$ cat src/rtl/flag_branch_sequencer_pkg.sv
// Shared definitions for the flag-driven branch sequencer: opcodes, FSM states
// and the default address width.
package flag_branch_sequencer_pkg;

  localparam int DEFAULT_PC_WIDTH = 4;

  typedef enum logic [2:0] {
    OP_NEXT = 3'b000,
    OP_JMP  = 3'b001,
    OP_JC   = 3'b010,
    OP_JNC  = 3'b011,
    OP_JZ   = 3'b100,
    OP_JNZ  = 3'b101,
    OP_CALL = 3'b110,
    OP_RET  = 3'b111
  } op_e;

  typedef enum logic {
    ST_RUN  = 1'b0,
    ST_HALT = 1'b1
  } state_e;

endpackage

$ cat src/rtl/flag_branch_sequencer_return_stack.sv
// LIFO return-address stack with combinational top-of-stack output.
// Push while full and pop while empty are ignored; the caller detects them.
module flag_branch_sequencer_return_stack
  import flag_branch_sequencer_pkg::*;
#(
  parameter int PC_WIDTH    = DEFAULT_PC_WIDTH,
  parameter int STACK_DEPTH = 4
) (
  input  logic                CLK,
  input  logic                RST,
  input  logic                PUSH,
  input  logic                POP,
  input  logic [PC_WIDTH-1:0] DIN,
  output logic [PC_WIDTH-1:0] DOUT,
  output logic                FULL,
  output logic                EMPTY
);

  localparam int IDX_W = $clog2(STACK_DEPTH);
  localparam int SP_W  = IDX_W + 1;

  logic [PC_WIDTH-1:0] mem_q [STACK_DEPTH];
  logic [SP_W-1:0]     sp_q, sp_d;
  logic [IDX_W-1:0]    wr_idx_s, top_idx_s;
  logic                do_push_s;

  // The write slot is SP itself; when full its low bits wrap to 0, so SP-1 still names the top.
  assign wr_idx_s  = sp_q[IDX_W-1:0];
  assign top_idx_s = wr_idx_s - IDX_W'(1);
  assign FULL      = (sp_q == SP_W'(STACK_DEPTH));
  assign EMPTY     = (sp_q == SP_W'(0));
  assign DOUT      = EMPTY ? {PC_WIDTH{1'b0}} : mem_q[top_idx_s];
  assign do_push_s = PUSH && !FULL;

  always_comb begin
    sp_d = sp_q;
    if (do_push_s) begin
      sp_d = sp_q + SP_W'(1);
    end else if (POP && !EMPTY) begin
      sp_d = sp_q - SP_W'(1);
    end else begin
      sp_d = sp_q;
    end
  end

  always_ff @(posedge CLK or posedge RST) begin
    if (RST) begin
      sp_q <= SP_W'(0);
      for (int i = 0; i < STACK_DEPTH; i++) begin
        mem_q[i] <= {PC_WIDTH{1'b0}};
      end
    end else begin
      sp_q <= sp_d;
      if (do_push_s) begin
        mem_q[wr_idx_s] <= DIN;
      end
    end
  end

endmodule

$ cat src/rtl/flag_branch_sequencer.sv
// Program-counter sequencer: picks the next fetch address from the opcode and the
// registered ALU C/Z flags, with call/return through a small return stack.
module flag_branch_sequencer
  import flag_branch_sequencer_pkg::*;
#(
  parameter int PC_WIDTH    = DEFAULT_PC_WIDTH,
  parameter int STACK_DEPTH = 4
) (
  input  logic                CLK,
  input  logic                RST,
  input  logic                EN,
  input  logic [2:0]          OP,
  input  logic [PC_WIDTH-1:0] IMM,
  input  logic                C,
  input  logic                Z,
  output logic [PC_WIDTH-1:0] PC,
  output logic                TAKEN,
  output logic                HALTED,
  output logic                ERR
);

  state_e              state_q, state_d;
  logic [PC_WIDTH-1:0] pc_q, pc_d, pc_inc_s;
  logic                taken_q, taken_d;
  logic                err_q, err_d;
  logic                push_s, pop_s;
  logic [PC_WIDTH-1:0] stk_top_s;
  logic                stk_full_s, stk_empty_s;

  flag_branch_sequencer_return_stack #(
    .PC_WIDTH   (PC_WIDTH),
    .STACK_DEPTH(STACK_DEPTH)
  ) u_stack (
    .CLK  (CLK),
    .RST  (RST),
    .PUSH (push_s),
    .POP  (pop_s),
    .DIN  (pc_inc_s),
    .DOUT (stk_top_s),
    .FULL (stk_full_s),
    .EMPTY(stk_empty_s)
  );

  assign pc_inc_s = pc_q + PC_WIDTH'(1);

  always_comb begin
    state_d = state_q;
    pc_d    = pc_q;
    taken_d = 1'b0;
    err_d   = err_q;
    push_s  = 1'b0;
    pop_s   = 1'b0;
    if (state_q == ST_RUN && EN) begin
      case (OP)
        OP_NEXT: pc_d = pc_inc_s;
        OP_JMP: begin
          pc_d    = IMM;
          taken_d = 1'b1;
        end
        OP_JC: begin
          pc_d    = C ? IMM : pc_inc_s;
          taken_d = C;
        end
        OP_JNC: begin
          pc_d    = !C ? IMM : pc_inc_s;
          taken_d = !C;
        end
        OP_JZ: begin
          pc_d    = Z ? IMM : pc_inc_s;
          taken_d = Z;
        end
        OP_JNZ: begin
          pc_d    = !Z ? IMM : pc_inc_s;
          taken_d = !Z;
        end
        OP_CALL: begin
          if (stk_full_s) begin
            state_d = ST_HALT;
            err_d   = 1'b1;
          end else begin
            push_s  = 1'b1;
            pc_d    = IMM;
            taken_d = 1'b1;
          end
        end
        OP_RET: begin
          if (stk_empty_s) begin
            state_d = ST_HALT;
            err_d   = 1'b1;
          end else begin
            pop_s   = 1'b1;
            pc_d    = stk_top_s;
            taken_d = 1'b1;
          end
        end
        default: pc_d = pc_q;
      endcase
    end else begin
      pc_d = pc_q;
    end
  end

  always_ff @(posedge CLK or posedge RST) begin
    if (RST) begin
      state_q <= ST_RUN;
      pc_q    <= {PC_WIDTH{1'b0}};
      taken_q <= 1'b0;
      err_q   <= 1'b0;
    end else begin
      state_q <= state_d;
      pc_q    <= pc_d;
      taken_q <= taken_d;
      err_q   <= err_d;
    end
  end

  assign PC     = pc_q;
  assign TAKEN  = taken_q;
  assign HALTED = (state_q == ST_HALT);
  assign ERR    = err_q;

endmodule

$ cat config.mk
export PLATFORM = sky130hd
export DESIGN_NAME = flag_branch_sequencer
export DESIGN_NICKNAME = d
export VERILOG_FILES = /design/src/rtl/flag_branch_sequencer_pkg.sv /design/src/rtl/flag_branch_sequencer_return_stack.sv /design/src/rtl/flag_branch_sequencer.sv
export SDC_FILE = /design/constraint.sdc
export NUM_CORES = 1
export LEC_CHECK = 0
export CORE_UTILIZATION = 29
export CTS_BUF_LIST = sky130_fd_sc_hd__clkbuf_16
export DETAILED_ROUTE_END_ITERATION = 8
export SYNTH_ARGS = -nofsm -noshare
export SYNTH_HDL_FRONTEND = slang
export SYNTH_SLANG_ARGS = --single-unit
$ cat constraint.sdc
create_clock -name CLK -period 3.85 [get_ports CLK]
set_input_delay 0.77 -clock CLK [delete_from_list [all_inputs] [get_ports CLK]]
set_output_delay 0.77 -clock CLK [all_outputs]
set_load 0.05 [all_outputs]
; Yosys cells after proc, flatten, opt, wreduce, memory -nomap -nowiden
; Index checks and enable logic that the tools add are counted.
[word_totals]
register_bits = 25
output_inout_bits = 7
elab_cells = 70
input_bits = 12
[classes]
n_bitwise = 3
n_reduce_logical = 14
n_lt_le_gt_ge = 3
muxes = 26
n_eq_ne = 12
add_sub_neg = 4
[op_table]
columns = operator, count
row1 = $mux 4, 9
row2 = $pmux 4 s8, 1
row3 = $bwmux 16, 1
row4 = $eq 3x3->1 const B, 5
row5 = $mux 1, 9
row6 = $bmux 4 s2, 1
row7 = $demux 4 s2, 1
row8 = $pmux 1 s7, 1
row9 = $eq 3x2->1 const B, 2
row10 = $ge 3x3->1 const B, 2
row11 = $logic_not 3->1, 2
row12 = $mux 3, 2
row13 = $not 2->3, 2
row14 = $add 4x1->4 const B, 1
row15 = $logic_and 1x1->1, 4
row16 = $logic_not 1->1, 4
row17 = $ne 2x1->1 const B, 2
row18 = $ne 2x2->1 const B, 2
row19 = $reduce_and 4->1, 1
row20 = $reduce_bool 2->1, 2
row21 = $add 3x1->3 const B, 1
row22 = $eq 3x1->1 const B, 1
row23 = $lt 3x1->1 const B, 1
row24 = $reduce_and 3->1, 1
row25 = 4 further kinds, 4

; Logic depth before layout (Yosys ltp)
[logic_depth]
depth_word = 7
ltp_mapped = 10
ltp_nobuf = 9

; Cells and area by module
; Synthesis repeated with hierarchy kept, for this count alone.
[hier_totals]
cells_unflattened = 158
area_unflattened_um2 = 1726.7
[modules_own_cells]
columns = module, area_per_inst_um2, cells_per_inst, instances, seq_area_each_um2
row1 = flag_branch_sequencer_return_stack, 991.0, 71, 1, 475.5
row2 = flag_branch_sequencer, 735.7, 87, 1, 150.1

; Worst setup path after synthesis
; OpenSTA, ideal clock, no wires.
[synth_timing]
path_kind = input to register
start = in OP[1]
end = reg u_stack.sp_q[2]
setup_time_ps = 80
slack_ps = 1542
arrival_ps = 2228
t_required_ps = 3770
path_stages = 9
n_path_buf = 1
cell_sequence = buf_4 > nand2_2 > a2111oi_4 > xnor2_1 > ha_1 > nor2_1 > mux2_2 > nand2_1 > xnor2_1
[synth_via]
elab_chain_cells = 5
word_cells_on_any_way = 10
cone_classes = 2 x eq/ne / 5 x mux / 3 x reduce/logical
[synth_lines]
columns = element, line
row1 = start: declaration, flag_branch_sequencer.sv:12  ; input logic [2:0] OP,
row2 = $eq 3x3->1, flag_branch_sequencer.sv:54  ; case (OP)
row3 = $mux 1, flag_branch_sequencer.sv:54
row4 = $mux 1, flag_branch_sequencer.sv:53  ; if (state_q == ST_RUN && EN) begin
row5 = $logic_and 1x1->1 (on tied branches), "flag_branch_sequencer_return_stack.sv:33, flag_branch_sequencer_return_stack.sv:39"
row6 = $mux 3 or $reduce_bool 2->1 (tied branches), --
row7 = end signal: assignment, flag_branch_sequencer_return_stack.sv:53  ; sp_q <= sp_d;
row8 = end: declaration, flag_branch_sequencer_return_stack.sv:23  ; logic [SP_W-1:0] sp_q, sp_d;
; Parallel ways exist; a longest one is shown, timed or not.
; A chain may end at the register's enable or synchronous reset.

; Final worst setup path
[layout_timing]
start = in OP[0]
end = reg u_stack.sp_q[2]
; The elaborated chain is that of the path after synthesis.

==> impl_results.md <==
* Clk Latency, worst-skew pair at 260 ps
* Detail Route Antenna Nets at 0
* Pwr Density at ~700 mW/mm²
* Grt total ovfl at 0
* Initial Util at 0.305
* DP HPWL at 2310 µm
* Setup_tns at 0 ps
* Run status: completed
* Relative slew slack at 0.352
* Synthesized flop and latch total at 25
* Finished Layout Cells at between 200 and 250
* Max Fclk at ~0.36 GHz
* DRC Markers at 0
* Die height at between 70 and 80 µm
* Crit share post-route at 0.714
* Rows at 26
* First-pass GRT wire length at 5220 µm
* Syn Area/Cell at between 10 and 15 µm²
* Worst-path maximum fanout at 20
* Via-per-instance ratio at roughly 5
* CTS Sinks at 25
* Final setup viols at 0
* Post-cts resize count at 0
* Routed WL per cell at 13.1 µm
* I/O Pins at 19
* Final Max Slew Viols at 0
* Fin crit period at ~2700 ps
* P&R area growth vs syn at 19.7%
* WS Path Type: primary input to flip-flop
* Core ar. at approximately 0.0051 mm²
* Postcts setup bufs at 0
* Routability cong. at around 0.77
* Nets at between 150 and 200
* Die width at about 75 µm
* Initial DRT Pass Iterations at 4
* Hold buffer count at CTS at 0
* CP Launch Type: primary input
* Cts bufs inserted at 3
* Worst Setup End Kind: flip-flop
* Dpl cells at ~230
* Hold Vio Cnt, Final at 0
* Worst-path clk slew at approximately 60 ps
* Initial antenna violation count at 0
* Min-Delay Path Class: flip-flop to flip-flop
* Async SR Flop Fraction at 1.00
* Clock root cell: clkbuf_16
* Worst slew pin tran at 971 ps
* Inserted Diodes at 0
* CTS tree: yes
* Largest net degree at the start of global routing at 26
* Worst VDD drop at between 0.2 and 0.25 mV
* RSZ-0062 raised after global routing: no
* Leak at 0.000785 µW
* Htree depth at 1
* 1st-iter DRT viols at 67
* GRT Util Overall at 0.124
* Syn nets at around 170
* Distinct cells, synth at 38
* EDFF count, synth at 0
* WP data arrival at 2930 ps
* Top_reg_cell synth: dfrtp_1
* Post-Syn Area at 0.00157 mm²
* Ratio of cells with drive above 1 in the final layout at 0.157
* Die area at roughly 0.0057 mm²
* Synth Instances at 153
* Vias in the first global route at approximately 1100
* Vias at 1152
* WP data required at between 4000 and 5000 ps
* Fill count at between 500 and 600
* Longest Clk Path Bufs at 2
* Max-cap violation count at 0
* Sequential area share after synthesis at 0.400
* Port Buf Inserts at 18
* Final clock skew at 4.41 ps
* Drt total wl at between 3000 and 4000 µm
* Synthesis warning total at 0
-- cells in the mapped netlist, types with 6 or more instances --
master | n | area, µm²
nand2_1 | 13 | 48.8
dfrtp_1 | 25 | 626
nand3_1 | 6 | 30.0
ha_1 | 6 | 75.1
nor2_1 | 8 | 30.0
xnor2_1 | 6 | 52.6
mux2_2 | 11 | 124
inv_1 | 7 | 26.3
o21ai_0 | 13 | 65.1
-- cell families (layout without fill, tap and decap cells) --
family          count (synthesis)  after routing  synth area share
fa+ha+maj                       6              6            0.0480
compound gates                 32             32             0.148
buf+inv                        18             31            0.0536
flops                          25             25             0.400
simple gates                   45             45             0.141
mux                            19             19             0.165
xor+xnor                        8              8            0.0448
-- layer usage --
layer,GRT usage,share of wire
met2,0.212,0.49
met5,0,0
met4,0.0494,0.015
met3,0.0238,0.033
met1,0.153,0.47
-- layout make-up --
class	count	area [µm²]	share of cell area
multi-input combinational	110	856	0.457
sequential	25	626	0.334
timing repair buffer	20	195	0.104
tap	70	87.6	0.0468
clock buffer	3	75.1	0.0401
inverter	7	26.3	0.0140
clock inverter	1	7.51	0.00401
-- cell usage in the layout, fill, tap and decap left out, types with 2 or more instances in the layout --
cell,count
a211oi_1,2
a21oi_1,2
a221oi_1,2
a41o_1,2
and2_1,4
buf_4,2
clkbuf_16,3
clkdlybuf4s50_1,18
dfrtp_1,25
ha_1,6
inv_1,7
mux2_1,3
mux2_2,11
mux4_2,4
nand2_1,13
nand2_2,4
nand2b_1,2
nand3_1,6
nor2_1,8
nor3_1,4
o211ai_1,2
o21ai_0,13
o22ai_1,2
xnor2_1,6
xor2_1,2
-- final timing paths --
kind	start	endpoint	slack, ps	cells past startpoint
setup / recovery	OP[0]	u_stack.sp_q[2]	1100	8
hold / removal	u_stack.mem_q[14]	u_stack.mem_q[14]	480	1
setup reg to reg	u_stack.sp_q[0]	u_stack.sp_q[2]	1350	9
hold reg to reg	u_stack.mem_q[14]	u_stack.mem_q[14]	480	1
max in group asynchronous	RST	u_stack.mem_q[2]	2220	2
min in group asynchronous	RST	u_stack.mem_q[8]	1040	2
-- report_power, final --
group	internal, µW	switching (µW)
logic	275	326
clock network	141	94.5
registers	367	104
-- state kept, by name, summed over array words and instances (netlist names) --
register and count:
ERR 1, PC 4, TAKEN 1, u_stack.mem_q 16, u_stack.sp_q 3
-- critical path, stage by stage --
cell	delay, ps
clkdlybuf4s50_1	770
a2111oi_4	550
xnor2_1	180
ha_1	170
nor2_1	40
mux2_2	250
nand2_1	80
xnor2_1	110
-- per-stage QoR --
step	hold WS (ps)	setup slack [ps]	util	power [µW]	cell area (µm²)
2_1_floorplan	445	1540	-	923	1570
4_1_cts	489	1100	0.364	1330	1870
3_5_place_dp	472	834	0.348	1080	1790
3_3_place_gp	462	876	0.348	1080	1790
6_report	483	1100	0.364	1310	1870
5_1_grt	500	900	0.364	1400	1870
Power figures use the tool's default switching activity.
